## config.mk

```make
export PLATFORM = sky130hd
export DESIGN_NAME = trace_monitor_flat
export DESIGN_NICKNAME = d
export VERILOG_FILES = /design/src/rtl/trace_monitor_if.sv /design/src/rtl/trace_monitor.sv /design/src/flat_wrapper.sv
export SDC_FILE = /design/constraint.sdc
export NUM_CORES = 2
export LEC_CHECK = 0
export ABC_CLOCK_PERIOD_IN_PS = 3700
export BUFFER_PORTS_ARGS = -buffer_cell sky130_fd_sc_hd__buf_2
export CORE_ASPECT_RATIO = 1.4
export CORE_MARGIN = 5
export CORE_UTILIZATION = 61
export CTS_CLUSTER_SIZE = 8
export DETAILED_ROUTE_END_ITERATION = 10
export GPL_ROUTABILITY_DRIVEN = 0
export MAX_ROUTING_LAYER = met4
export PLACE_DENSITY_LB_ADDON = 0.25
export SETUP_SLACK_MARGIN = 0.4
export SYNTH_ARGS = -nofsm -noshare
export SYNTH_HDL_FRONTEND = slang
export SYNTH_SLANG_ARGS = --single-unit
```

## constraint.sdc

```tcl
create_clock -name clk -period 3.7 [get_ports clk]
set_input_delay 0 -clock clk [delete_from_list [all_inputs] [get_ports clk]]
set_output_delay 0 -clock clk [all_outputs]
set_load 0.05 [all_outputs]
```

## src/rtl/trace_monitor_if.sv

```systemverilog
// Record drain bus of trace_monitor: FIFO head record plus valid/ready handshake.
interface trace_monitor_if;
    logic        rec_valid;
    logic        rec_ready;
    logic [31:0] rec_pc;
    logic [15:0] rec_seq;
    logic        rec_st;
    logic        rec_wr;
    logic [31:0] rec_st_addr;
    logic [31:0] rec_st_data;
    logic [4:0]  rec_wr_num;
    logic [31:0] rec_wr_data;

    modport master (
        output rec_valid, rec_pc, rec_seq, rec_st, rec_wr,
               rec_st_addr, rec_st_data, rec_wr_num, rec_wr_data,
        input  rec_ready
    );

    modport slave (
        input  rec_valid, rec_pc, rec_seq, rec_st, rec_wr,
               rec_st_addr, rec_st_data, rec_wr_num, rec_wr_data,
        output rec_ready
    );
endinterface

```

## src/rtl/trace_monitor.sv

```systemverilog
// Retirement tracer: aligns fetch / ME / WB snoops through a stage-delay line and
// queues one record per instruction for a valid/ready consumer.
module trace_monitor #(
    parameter int ME_STAGE   = 3,
    parameter int WB_STAGE   = 4,
    parameter int FIFO_DEPTH = 8,
    parameter int MAX_INSTR  = 18
) (
    input  logic             clk,
    input  logic             reset,
    input  logic             fetch_valid,
    input  logic [31:0]      instr_addr,
    input  logic             flush,
    input  logic             st_en,
    input  logic [31:0]      data_addr,
    input  logic [31:0]      data_out,
    input  logic             reg_wr_en,
    input  logic [4:0]       reg_wr_num,
    input  logic [31:0]      reg_wr_data,
    trace_monitor_if.master  rec,
    output logic             done,
    output logic             overflow,
    output logic [15:0]      drop_cnt,
    output logic [15:0]      flush_cnt
);
    localparam int PTR_W = (FIFO_DEPTH > 1) ? $clog2(FIFO_DEPTH) : 1;
    localparam int CNT_W = PTR_W + 1;

    typedef struct packed {
        logic [31:0] pc;
        logic [15:0] seq;
        logic        st;
        logic [31:0] st_addr;
        logic [31:0] st_data;
        logic        wr;
        logic [4:0]  wr_num;
        logic [31:0] wr_data;
    } rec_t;

    // Registered slot k holds the instruction fetched k cycles ago
    logic        slot_v_q  [1:WB_STAGE];
    logic        slot_v_d  [1:WB_STAGE];
    logic [31:0] slot_pc_q [1:WB_STAGE];
    logic [31:0] slot_pc_d [1:WB_STAGE];
    logic        slot_st_q [1:WB_STAGE];
    logic        slot_st_d [1:WB_STAGE];
    logic [31:0] slot_sa_q [1:WB_STAGE];
    logic [31:0] slot_sa_d [1:WB_STAGE];
    logic [31:0] slot_sd_q [1:WB_STAGE];
    logic [31:0] slot_sd_d [1:WB_STAGE];

    logic        cur_v  [0:WB_STAGE];
    logic [31:0] cur_pc [0:WB_STAGE];
    logic        cur_st [0:WB_STAGE];
    logic [31:0] cur_sa [0:WB_STAGE];
    logic [31:0] cur_sd [0:WB_STAGE];
    logic [4:0]  flush_hits;

    rec_t             mem_q [0:FIFO_DEPTH-1];
    rec_t             mem_d [0:FIFO_DEPTH-1];
    rec_t             comp_rec;
    rec_t             head_q, head_d;
    logic             comp_v, deq, full, enq_try, enq, drop;
    logic [PTR_W-1:0] wr_ptr_q, wr_ptr_d, rd_ptr_q, rd_ptr_d;
    logic [CNT_W-1:0] count_q, count_d;
    logic [15:0]      seq_q, seq_d;
    logic             rec_valid_q, rec_valid_d;
    logic             done_q, done_d, overflow_q, overflow_d;
    logic [15:0]      drop_cnt_q, drop_cnt_d, flush_cnt_q, flush_cnt_d;
    logic [16:0]      flush_sum;

    // Current-cycle slot view: slot 0 is the fetch port; apply flush and ME capture, then shift
    always_comb begin
        flush_hits = 5'd0;
        cur_v[0]  = fetch_valid;
        cur_pc[0] = instr_addr;
        cur_st[0] = 1'b0;
        cur_sa[0] = 32'd0;
        cur_sd[0] = 32'd0;
        for (int k = 1; k <= WB_STAGE; k++) begin
            cur_v[k]  = slot_v_q[k];
            cur_pc[k] = slot_pc_q[k];
            cur_st[k] = slot_st_q[k];
            cur_sa[k] = slot_sa_q[k];
            cur_sd[k] = slot_sd_q[k];
        end
        for (int k = 0; k <= WB_STAGE; k++) begin
            if (flush && (k < ME_STAGE)) begin
                flush_hits = flush_hits + {4'd0, cur_v[k]};
                cur_v[k]   = 1'b0;
            end else if ((k == ME_STAGE) && cur_v[k] && st_en) begin
                cur_st[k] = 1'b1;
                cur_sa[k] = data_addr;
                cur_sd[k] = data_out;
            end else begin
            end
        end
        for (int k = 1; k <= WB_STAGE; k++) begin
            slot_v_d[k]  = cur_v[k-1];
            slot_pc_d[k] = cur_pc[k-1];
            slot_st_d[k] = cur_st[k-1];
            slot_sa_d[k] = cur_sa[k-1];
            slot_sd_d[k] = cur_sd[k-1];
        end
        comp_v           = cur_v[WB_STAGE];
        comp_rec.pc      = cur_pc[WB_STAGE];
        comp_rec.seq     = seq_q;
        comp_rec.st      = cur_st[WB_STAGE];
        comp_rec.st_addr = cur_sa[WB_STAGE];
        comp_rec.st_data = cur_sd[WB_STAGE];
        comp_rec.wr      = reg_wr_en;
        comp_rec.wr_num  = reg_wr_en ? reg_wr_num  : 5'd0;
        comp_rec.wr_data = reg_wr_en ? reg_wr_data : 32'd0;
    end

    // Record FIFO; the next head is computed from next-state memory so the output is a flop
    always_comb begin
        deq     = rec_valid_q & rec.rec_ready;
        full    = (count_q == CNT_W'(FIFO_DEPTH));
        enq_try = comp_v & ~done_q;
        enq     = enq_try & (~full | deq);
        drop    = enq_try & full & ~deq;

        mem_d    = mem_q;
        wr_ptr_d = wr_ptr_q;
        rd_ptr_d = rd_ptr_q;
        count_d  = count_q;
        seq_d    = seq_q;
        done_d   = done_q;
        if (enq) begin
            mem_d[wr_ptr_q] = comp_rec;
            wr_ptr_d        = wr_ptr_q + PTR_W'(1);
            seq_d           = seq_q + 16'd1;
            count_d         = count_d + CNT_W'(1);
            // Budget is assumed to fit the 16-bit sequence space
            if ((MAX_INSTR != 0) && (seq_q == 16'(MAX_INSTR - 1))) begin
                done_d = 1'b1;
            end else begin
                done_d = done_q;
            end
        end else begin
        end
        if (deq) begin
            rd_ptr_d = rd_ptr_q + PTR_W'(1);
            count_d  = count_d - CNT_W'(1);
        end else begin
        end
        rec_valid_d = (count_d != '0);
        if (rec_valid_d) begin
            head_d = mem_d[rd_ptr_d];
        end else begin
            head_d = '0;
        end

        overflow_d  = overflow_q | drop;
        drop_cnt_d  = (drop && (drop_cnt_q != 16'hFFFF)) ? (drop_cnt_q + 16'd1) : drop_cnt_q;
        flush_sum   = {1'b0, flush_cnt_q} + {12'd0, flush_hits};
        flush_cnt_d = flush_sum[16] ? 16'hFFFF : flush_sum[15:0];
    end

    // State registers with synchronous reset
    always_ff @(posedge clk) begin
        if (reset) begin
            for (int k = 1; k <= WB_STAGE; k++) begin
                slot_v_q[k]  <= 1'b0;
                slot_pc_q[k] <= 32'd0;
                slot_st_q[k] <= 1'b0;
                slot_sa_q[k] <= 32'd0;
                slot_sd_q[k] <= 32'd0;
            end
            for (int i = 0; i < FIFO_DEPTH; i++) begin
                mem_q[i] <= '0;
            end
            wr_ptr_q    <= '0;
            rd_ptr_q    <= '0;
            count_q     <= '0;
            seq_q       <= 16'd0;
            rec_valid_q <= 1'b0;
            head_q      <= '0;
            done_q      <= 1'b0;
            overflow_q  <= 1'b0;
            drop_cnt_q  <= 16'd0;
            flush_cnt_q <= 16'd0;
        end else begin
            for (int k = 1; k <= WB_STAGE; k++) begin
                slot_v_q[k]  <= slot_v_d[k];
                slot_pc_q[k] <= slot_pc_d[k];
                slot_st_q[k] <= slot_st_d[k];
                slot_sa_q[k] <= slot_sa_d[k];
                slot_sd_q[k] <= slot_sd_d[k];
            end
            for (int i = 0; i < FIFO_DEPTH; i++) begin
                mem_q[i] <= mem_d[i];
            end
            wr_ptr_q    <= wr_ptr_d;
            rd_ptr_q    <= rd_ptr_d;
            count_q     <= count_d;
            seq_q       <= seq_d;
            rec_valid_q <= rec_valid_d;
            head_q      <= head_d;
            done_q      <= done_d;
            overflow_q  <= overflow_d;
            drop_cnt_q  <= drop_cnt_d;
            flush_cnt_q <= flush_cnt_d;
        end
    end

    assign rec.rec_valid   = rec_valid_q;
    assign rec.rec_pc      = head_q.pc;
    assign rec.rec_seq     = head_q.seq;
    assign rec.rec_st      = head_q.st;
    assign rec.rec_st_addr = head_q.st_addr;
    assign rec.rec_st_data = head_q.st_data;
    assign rec.rec_wr      = head_q.wr;
    assign rec.rec_wr_num  = head_q.wr_num;
    assign rec.rec_wr_data = head_q.wr_data;
    assign done            = done_q;
    assign overflow        = overflow_q;
    assign drop_cnt        = drop_cnt_q;
    assign flush_cnt       = flush_cnt_q;
endmodule

```

## src/flat_wrapper.sv

```systemverilog
// flat-port wrapper written by rule: the top's interface ports become plain ports
module trace_monitor_flat 
#(
    parameter int ME_STAGE   = 3,
    parameter int WB_STAGE   = 4,
    parameter int FIFO_DEPTH = 8,
    parameter int MAX_INSTR  = 18
)
  (clk, reset, fetch_valid, instr_addr, flush, st_en, data_addr, data_out, reg_wr_en, reg_wr_num, reg_wr_data, done, overflow, drop_cnt, flush_cnt, rec_rec_valid, rec_rec_pc, rec_rec_seq, rec_rec_st, rec_rec_wr, rec_rec_st_addr, rec_rec_st_data, rec_rec_wr_num, rec_rec_wr_data, rec_rec_ready);
  trace_monitor_if rec_i ();
  input  logic clk;
  input  logic reset;
  input  logic fetch_valid;
  input  logic [31:0] instr_addr;
  input  logic flush;
  input  logic st_en;
  input  logic [31:0] data_addr;
  input  logic [31:0] data_out;
  input  logic reg_wr_en;
  input  logic [4:0] reg_wr_num;
  input  logic [31:0] reg_wr_data;
  output logic done;
  output logic overflow;
  output logic [15:0] drop_cnt;
  output logic [15:0] flush_cnt;
  output wire logic [$bits(rec_i.rec_valid)-1:0] rec_rec_valid;
  output wire logic [$bits(rec_i.rec_pc)-1:0] rec_rec_pc;
  output wire logic [$bits(rec_i.rec_seq)-1:0] rec_rec_seq;
  output wire logic [$bits(rec_i.rec_st)-1:0] rec_rec_st;
  output wire logic [$bits(rec_i.rec_wr)-1:0] rec_rec_wr;
  output wire logic [$bits(rec_i.rec_st_addr)-1:0] rec_rec_st_addr;
  output wire logic [$bits(rec_i.rec_st_data)-1:0] rec_rec_st_data;
  output wire logic [$bits(rec_i.rec_wr_num)-1:0] rec_rec_wr_num;
  output wire logic [$bits(rec_i.rec_wr_data)-1:0] rec_rec_wr_data;
  input wire logic [$bits(rec_i.rec_ready)-1:0] rec_rec_ready;
  assign rec_rec_valid = rec_i.rec_valid;
  assign rec_rec_pc = rec_i.rec_pc;
  assign rec_rec_seq = rec_i.rec_seq;
  assign rec_rec_st = rec_i.rec_st;
  assign rec_rec_wr = rec_i.rec_wr;
  assign rec_rec_st_addr = rec_i.rec_st_addr;
  assign rec_rec_st_data = rec_i.rec_st_data;
  assign rec_rec_wr_num = rec_i.rec_wr_num;
  assign rec_rec_wr_data = rec_i.rec_wr_data;
  assign rec_i.rec_ready = rec_rec_ready;
  trace_monitor #(.ME_STAGE(ME_STAGE), .WB_STAGE(WB_STAGE), .FIFO_DEPTH(FIFO_DEPTH), .MAX_INSTR(MAX_INSTR)) u_core (.clk(clk), .reset(reset), .fetch_valid(fetch_valid), .instr_addr(instr_addr), .flush(flush), .st_en(st_en), .data_addr(data_addr), .data_out(data_out), .reg_wr_en(reg_wr_en), .reg_wr_num(reg_wr_num), .reg_wr_data(reg_wr_data), .rec(rec_i), .done(done), .overflow(overflow), .drop_cnt(drop_cnt), .flush_cnt(flush_cnt));
endmodule
```

=== Word-level counts from Yosys, hierarchy flattened ===
Memories as Yosys holds them, arrays and structs flattened.
Cells that the tools add are included.

* Bits of input ports: 140
* Bits in latches: 0
* Word-level logic and storage cells: 185
* Output and inout port bits: 186
* Flip-flop bits (word level): 1420
* Bits in read-only memories: 0
* Memory bits (writable): 392
* Memories kept: 5

{| class="wikitable"
|+ Memory list
! memory !! depth !! width !! rd ports !! clocked after Yosys merged registers in !! write ports !! line !! RTL
|-
| u_core.slot_pc_q || 4 || 32 || 4 || 0 || 4 || trace_monitor.sv:43 || <nowiki>logic [31:0] slot_pc_q [1:WB_STAGE];</nowiki>
|-
| u_core.slot_sa_q || 4 || 32 || 4 || 0 || 4 || trace_monitor.sv:47 || <nowiki>logic [31:0] slot_sa_q [1:WB_STAGE];</nowiki>
|-
| u_core.slot_sd_q || 4 || 32 || 4 || 0 || 4 || trace_monitor.sv:49 || <nowiki>logic [31:0] slot_sd_q [1:WB_STAGE];</nowiki>
|-
| u_core.slot_st_q || 4 || 1 || 4 || 0 || 4 || trace_monitor.sv:45 || <nowiki>logic slot_st_q [1:WB_STAGE];</nowiki>
|-
| u_core.slot_v_q || 4 || 1 || 4 || 0 || 4 || trace_monitor.sv:41 || <nowiki>logic slot_v_q [1:WB_STAGE];</nowiki>
|}

* $add $sub $neg: 9
* Multiplexer cells: 45
* Shift operators: 0
* Div/mod/pow operators: 0
* $mul: 0
* Reductions and logical operators: 6
* Magnitude comparators: 3
* Bitwise operators: 33
* Eq/ne operators: 3

{| class="wikitable"
|+ Operator list
! kind !! number
|-
| $bwmux W1208 || 1
|-
| $mux W1208 || 1
|-
| $mux W32 || 15
|-
| $bmux W151 S3 || 1
|-
| $demux W151 S3 || 1
|-
| $mux W151 || 3
|-
| $add A16 B1 Y16 const B || 2
|-
| $or A1 B1 Y1 || 22
|-
| $add A16 B5 Y17 || 1
|-
| $eq A16 B5 Y1 const B || 1
|-
| $mux W1 || 16
|-
| $mux W16 || 1
|-
| $ne A16 B16 Y1 const B || 1
|-
| $mux W5 || 3
|-
| $add A5 B1 Y5 || 2
|-
| $ge A4 B4 Y1 const B || 2
|-
| $mux W4 || 2
|-
| $not A3 Y4 || 2
|-
| $add A3 B1 Y3 const B || 2
|-
| $and A1 B1 Y1 || 5
|-
| $add A4 B1 Y4 const B || 1
|-
| $eq A4 B4 Y1 const B || 1
|-
| $lt A4 B1 Y1 const B || 1
|-
| $not A1 Y1 || 4
|-
| 6 further kinds || 8
|}

=== Longest topological paths before layout ===
* Depth in word-level cells: 10
* Mapped depth: 16
* Depth with buffers taken out: 14

=== Worst setup path after synthesis ===
OpenSTA, ideal clock, no wires.

* Path type: reg2reg
* From: register u_core.rec_valid_q (netlist: u_core.rec.rec_valid)
* To: register u_core.head_q, in the netlist u_core.rec.rec_wr_data[10]
* Path slack: 0.544 ns
* Buffers on the path: 4
* Arrival: 3.027 ns
* Data required time: 3.571 ns
* Stages on the path, launching flop included: 15
* Period minus slack after synthesis: 3.156 ns
* Library setup time: 0.129 ns
* Cells stage by stage: dfxtp_1 buf_2 nand2_2 a21oi_1 clkbuf_1 xnor2_1 ha_1 nand3_1 xnor2_1 xnor2_1 nor2_1 nor3_2 buf_2 buf_2 a2bb2oi_1

* Longest elaborated chain between the ends: 9
* Elaborated cells on any way between the ends: 15
* Classes of those cells: add/sub: 1; mux: 7; bitwise: 5; reduce/logical: 2

{| class="wikitable"
|+ Ends and longest elaborated chain
! item !! line !! RTL
|-
| start: declaration || trace_monitor.sv:67 || <nowiki>logic rec_valid_q, rec_valid_d;</nowiki>
|-
| start signal: assignment || trace_monitor.sv:199 || <nowiki>rec_valid_q <= rec_valid_d;</nowiki>
|-
| $and A1 B1 Y1 (*) || trace_monitor.sv:118 || <nowiki>deq = rec_valid_q & rec.rec_ready;</nowiki>
|-
| $or A1 B1 Y1 || trace_monitor.sv:121 || <nowiki>enq = enq_try & (~full | deq);</nowiki>
|-
| $and A1 B1 Y1 || trace_monitor.sv:121 ||
|-
| $mux W4 || trace_monitor.sv:130 || <nowiki>if (enq) begin</nowiki>
|-
| $sub A4 B1 Y4 || trace_monitor.sv:145 || <nowiki>count_d = count_d - CNT_W'(1);</nowiki>
|-
| $mux W4 || trace_monitor.sv:143 || <nowiki>if (deq) begin</nowiki>
|-
| $reduce_bool A4 Y1 || trace_monitor.sv:148 || <nowiki>rec_valid_d = (count_d != '0);</nowiki>
|-
| $not A1 Y1 (no source line) || - ||
|-
| $reduce_or A2 Y1 (no source line) || - ||
|-
| end signal: assignment || trace_monitor.sv:179 || <nowiki>head_q <= '0;</nowiki>
|-
| end signal: assignment || trace_monitor.sv:200 || <nowiki>head_q <= head_d;</nowiki>
|-
| end: declaration || trace_monitor.sv:62 || <nowiki>rec_t head_q, head_d;</nowiki>
|}

Every way passes the cells marked *; elsewhere a longest branch is shown, timed or not. The select of a mux whose other input is x is not followed.
A chain may end at the register's enable or synchronous reset.

=== Final worst setup path ===
* From: register u_core.rd_ptr_q[0]
* To: register u_core.head_q, in the netlist u_core.rec.rec_st_data[11]

* Longest elaborated chain between the ends: 6

{| class="wikitable"
|+ Ends and longest elaborated chain
! item !! line !! RTL
|-
| start: declaration || trace_monitor.sv:64 || <nowiki>logic [PTR_W-1:0] wr_ptr_q, wr_ptr_d, rd_ptr_q, rd_ptr_d;</nowiki>
|-
| start signal: assignment || trace_monitor.sv:196 || <nowiki>rd_ptr_q <= rd_ptr_d;</nowiki>
|-
| $add A3 B1 Y3 || trace_monitor.sv:144 || <nowiki>rd_ptr_d = rd_ptr_q + PTR_W'(1);</nowiki>
|-
| $mux W3 (*) || trace_monitor.sv:143 ||
|-
| $not A3 Y4 (not written as such) (*) || trace_monitor.sv:150 || <nowiki>head_d = mem_d[rd_ptr_d];</nowiki>
|-
| $bmux W151 S3 (*) || trace_monitor.sv:150 ||
|-
| $mux W151 (not written as such) (*) (2 in a row) || trace_monitor.sv:150 ||
|}

Marked as above.

==> flow_summary.json <==
{
  "syn-mean-instance-area_um2": 7.70,
  "ys_seq_area_frac": 0.476,
  "ios": 326,
  "die_height_um": 405,
  "synth.cell_area_um2": 68100,
  "cpMaxStageDelayCell": "a21oi_2",
  "place_hpwl_um": 122000,
  "synth.top_cells.by_count": "2257 x nand2_1, 1617 x dfxtp_1, 1277 x a21oi_1",
  "slew_headroom": 0.206,
  "synth-simple-area-share": 0.221,
  "synth_top_family_by_area": "compound AO/OA/AOI/OAI gates",
  "yosys.area.top_type": "dfxtp_1",
  "stdcell_area_um2": 78500,
  "setup_viol": 0,
  "tns_ps": 0,
  "cts_tree": "built",
  "avgRoutedWirePerCell_um": 23.5,
  "grt_util_all_layers": 0.396,
  "netlist_instances": 8836,
  "max-cap-violations": 0,
  "clock_latency_ps": 840,
  "p_per_area_nw_per_um2": 559,
  "synthArstFlopShare": 0,
  "tightestPinTransition_ps": 1190,
  "endpoint_kind": "register",
  "htree_levels": 4,
  "grt_pass1_vias": 66700,
  "row_count": 145,
  "hp-class": "in -> reg",
  "vias": 68700,
  "worstPathArrival_ps": 3970,
  "grt-ovfl-total": 0,
  "fin_crit_ps": 3280,
  "start_util": 0.612,
  "critPathRequiredTime_ps": 4380,
  "synthXorXnorAreaFrac": 0.00579,
  "crit_type": "reg -> reg",
  "synth_fa_ha_area_frac": 0.00287,
  "area_growth_pct": 15.4,
  "nFillCells": 8598,
  "slew_violations": 0,
  "synth_compound_area_frac": 0.226,
  "first_pass_iters": 7,
  "yosysMostFrequentCell": "nand2_1",
  "yosysWarningCount": 0,
  "power_leakage_nw": 27.5,
  "instances_no_fill": 10400,
  "hold_viol": 0,
  "irDropWorstVdd_uv": 645,
  "drc": 0,
  "cp_max_fo": 74,
  "path_cells": "ha_1 -> nand3_1 -> a21oi_2 -> o211ai_4 -> buf_12 -> o22ai_1 -> o22a_1 -> a32oi_1",
  "fin_skew_ps": 69.5,
  "synth_edf_count": 0,
  "cts_buffers": 220,
  "drt_iter0_markers": 10200,
  "die_area_um2": 118000,
  "worstSetupStartpointType": "register",
  "outcome": "completed",
  "synthesis.nets": 8991,
  "place_inst": 9831,
  "root_buffer": "clkbuf_16",
  "antenna_found_initial": 13,
  "cts_max_path_buffers": 3,
  "drive_gt1_frac": 0.0874,
  "numPortBuffers": 325,
  "r2r_start": "u_core.rd_ptr_q[0]",
  "grt_pass1_wl_um": 369000,
  "rsz0062_at_grt": "false",
  "cp-startpoint": "u_core.rd_ptr_q[0]",
  "synth_top_area_frac": 0.476,
  "drt-vias-per-instance": 6.63,
  "ys_ff_latch": 1617,
  "synthMuxAreaShare": 0.0117,
  "die_x_um": 292,
  "placed_area_um2": 69800,
  "yosysUniqueCellTypes": 76,
  "clkTransAtPathRegs_ps": 50,
  "ant_nets": 0,
  "synth_top_cells_by_area": "dfxtp_1 48%, nand2_1 12%, a21oi_1 9.4%",
  "slowest_delay_ps": 770,
  "grt_max_degree": 202,
  "final_util": 0.706,
  "post-route-period-util": 0.888,
  "max_freq_ghz": 0.305,
  "min-delay-start": "data_out[0]",
  "hold_ws_ps": 42.9,
  "synth_flop_cell": "dfxtp_1",
  "nets": 9006,
  "wirelength_um": 243000,
  "core-area_um2": 111000,
  "cts.sinks": 1617
}
power breakdown:
part / switching (mW) / internal, mW / total (mW)
Combinational: 5.79 / 2.01 / 7.79
Sequential: 0.323 / 17.8 / 18.1
Clock: 7.54 / 10.5 / 18.0
Total: 13.6 / 30.2 / 43.9
cell families after synthesis:
| kind of cell | Yosys count |
|---|---|
| muxes | 78 |
| and+or+nand+nor | 3615 |
| adders and majority gates | 15 |
| xor gates and xnor gates | 45 |
| buffers and inverters | 958 |
| DFF | 1617 |
| AOI/OAI and AO/OA | 2508 |
metal layers:
| metal | vias to the layer above | GRT usage | routed length [um] |
|---|---|---|---|
| met4 | 0 | 0.249 | 16500 |
| met3 | 1275 | 0.0801 | 28100 |
| li1 | 30200 | - | - |
| met2 | 4953 | 0.636 | 113000 |
| met5 | - | - | 0 |
| met1 | 32200 | 0.456 | 85500 |
through the flow:
step | worst slack (ps) | total power [mW]
2_1_floorplan | 544 | 22.7
3_3_place_gp | 526 | 25.4
3_5_place_dp | 356 | 25.6
4_1_cts | 413 | 43.5
5_1_grt | 379 | 44.8
6_report | 416 | 43.9
sequential cells by signal, indices dropped and copies added, names as in the netlist, 3 cells and up:
name	flops
u_core.count_q	4
u_core.drop_cnt	16
u_core.flush_cnt	16
u_core.mem_q	1208
u_core.rd_ptr_q	3
u_core.rec.rec_pc	32
u_core.rec.rec_seq	16
u_core.rec.rec_st_addr	32
u_core.rec.rec_st_data	32
u_core.rec.rec_wr_data	32
u_core.rec.rec_wr_num	5
u_core.seq_q	16
u_core.slot_pc_q	128
u_core.slot_sa_q	32
u_core.slot_sd_q	32
u_core.slot_v_q	4
u_core.wr_ptr_q	3
critical path, delay by kind of cell, from the launching register on:
kind | cells | cell delay (ps)
AO/OA/AOI/OAI | 5 | 1750
AND/OR/NAND/NOR | 1 | 230
adder cells (fa/ha/maj) | 1 | 350
flip-flops | 1 | 410
buffers and inverters | 1 | 300
placed cells by master, fill, tap and decap left out, types with 97 or more instances in the layout:
master,synthesis,final
o21ai_0,288,288
and3_1,144,141
nor2b_1,130,129
o221ai_1,97,97
dfxtp_1,1617,1615
dlygate4sd3_1,0,254
clkbuf_16,0,221
o2111ai_1,116,116
nor3_1,124,124
nand2_1,2257,2250
a21oi_1,1277,1274
buf_2,166,324
or3_1,120,120
nor2_1,723,720
o22a_1,149,149
o22ai_1,280,279
a32oi_1,116,116
repair_timing:
item                                   4_1_cts  5_1_grt
hold buffers                               254        0
resized for setup                            2        6
setup endpoints to repair                   13      212
endpoints found under the hold margin      536        0
buffers inserted                             0       11
gates cloned                                 1        2
pin swaps                                    1        4
final cells by class:
| class | instances | area [um2] | area share |
|---|---|---|---|
| inverter | 16 | 60.1 | 0.000765 |
| multi-input combinational | 6263 | 32100 | 0.409 |
| timing repair buffer | 733 | 6130 | 0.0781 |
| clock inverter | 16 | 429 | 0.00547 |
| clock buffer | 222 | 5510 | 0.0702 |
| sequential | 1617 | 32400 | 0.412 |
| antenna | 13 | 32.5 | 0.000414 |
| tap | 1470 | 1840 | 0.0234 |
final timing paths:
kind	to	slack, ps	depth (start not counted)
hold / removal	u_core.slot_sd_q[0][128]	40	3
hold reg to reg	u_core.slot_pc_q[0][132]	430	1
setup / recovery	u_core.rec.rec_st_data[11]	420	8
setup reg to reg	u_core.rec.rec_st_data[11]	420	8
No activity file was read; power rests on OpenSTA's default activity.
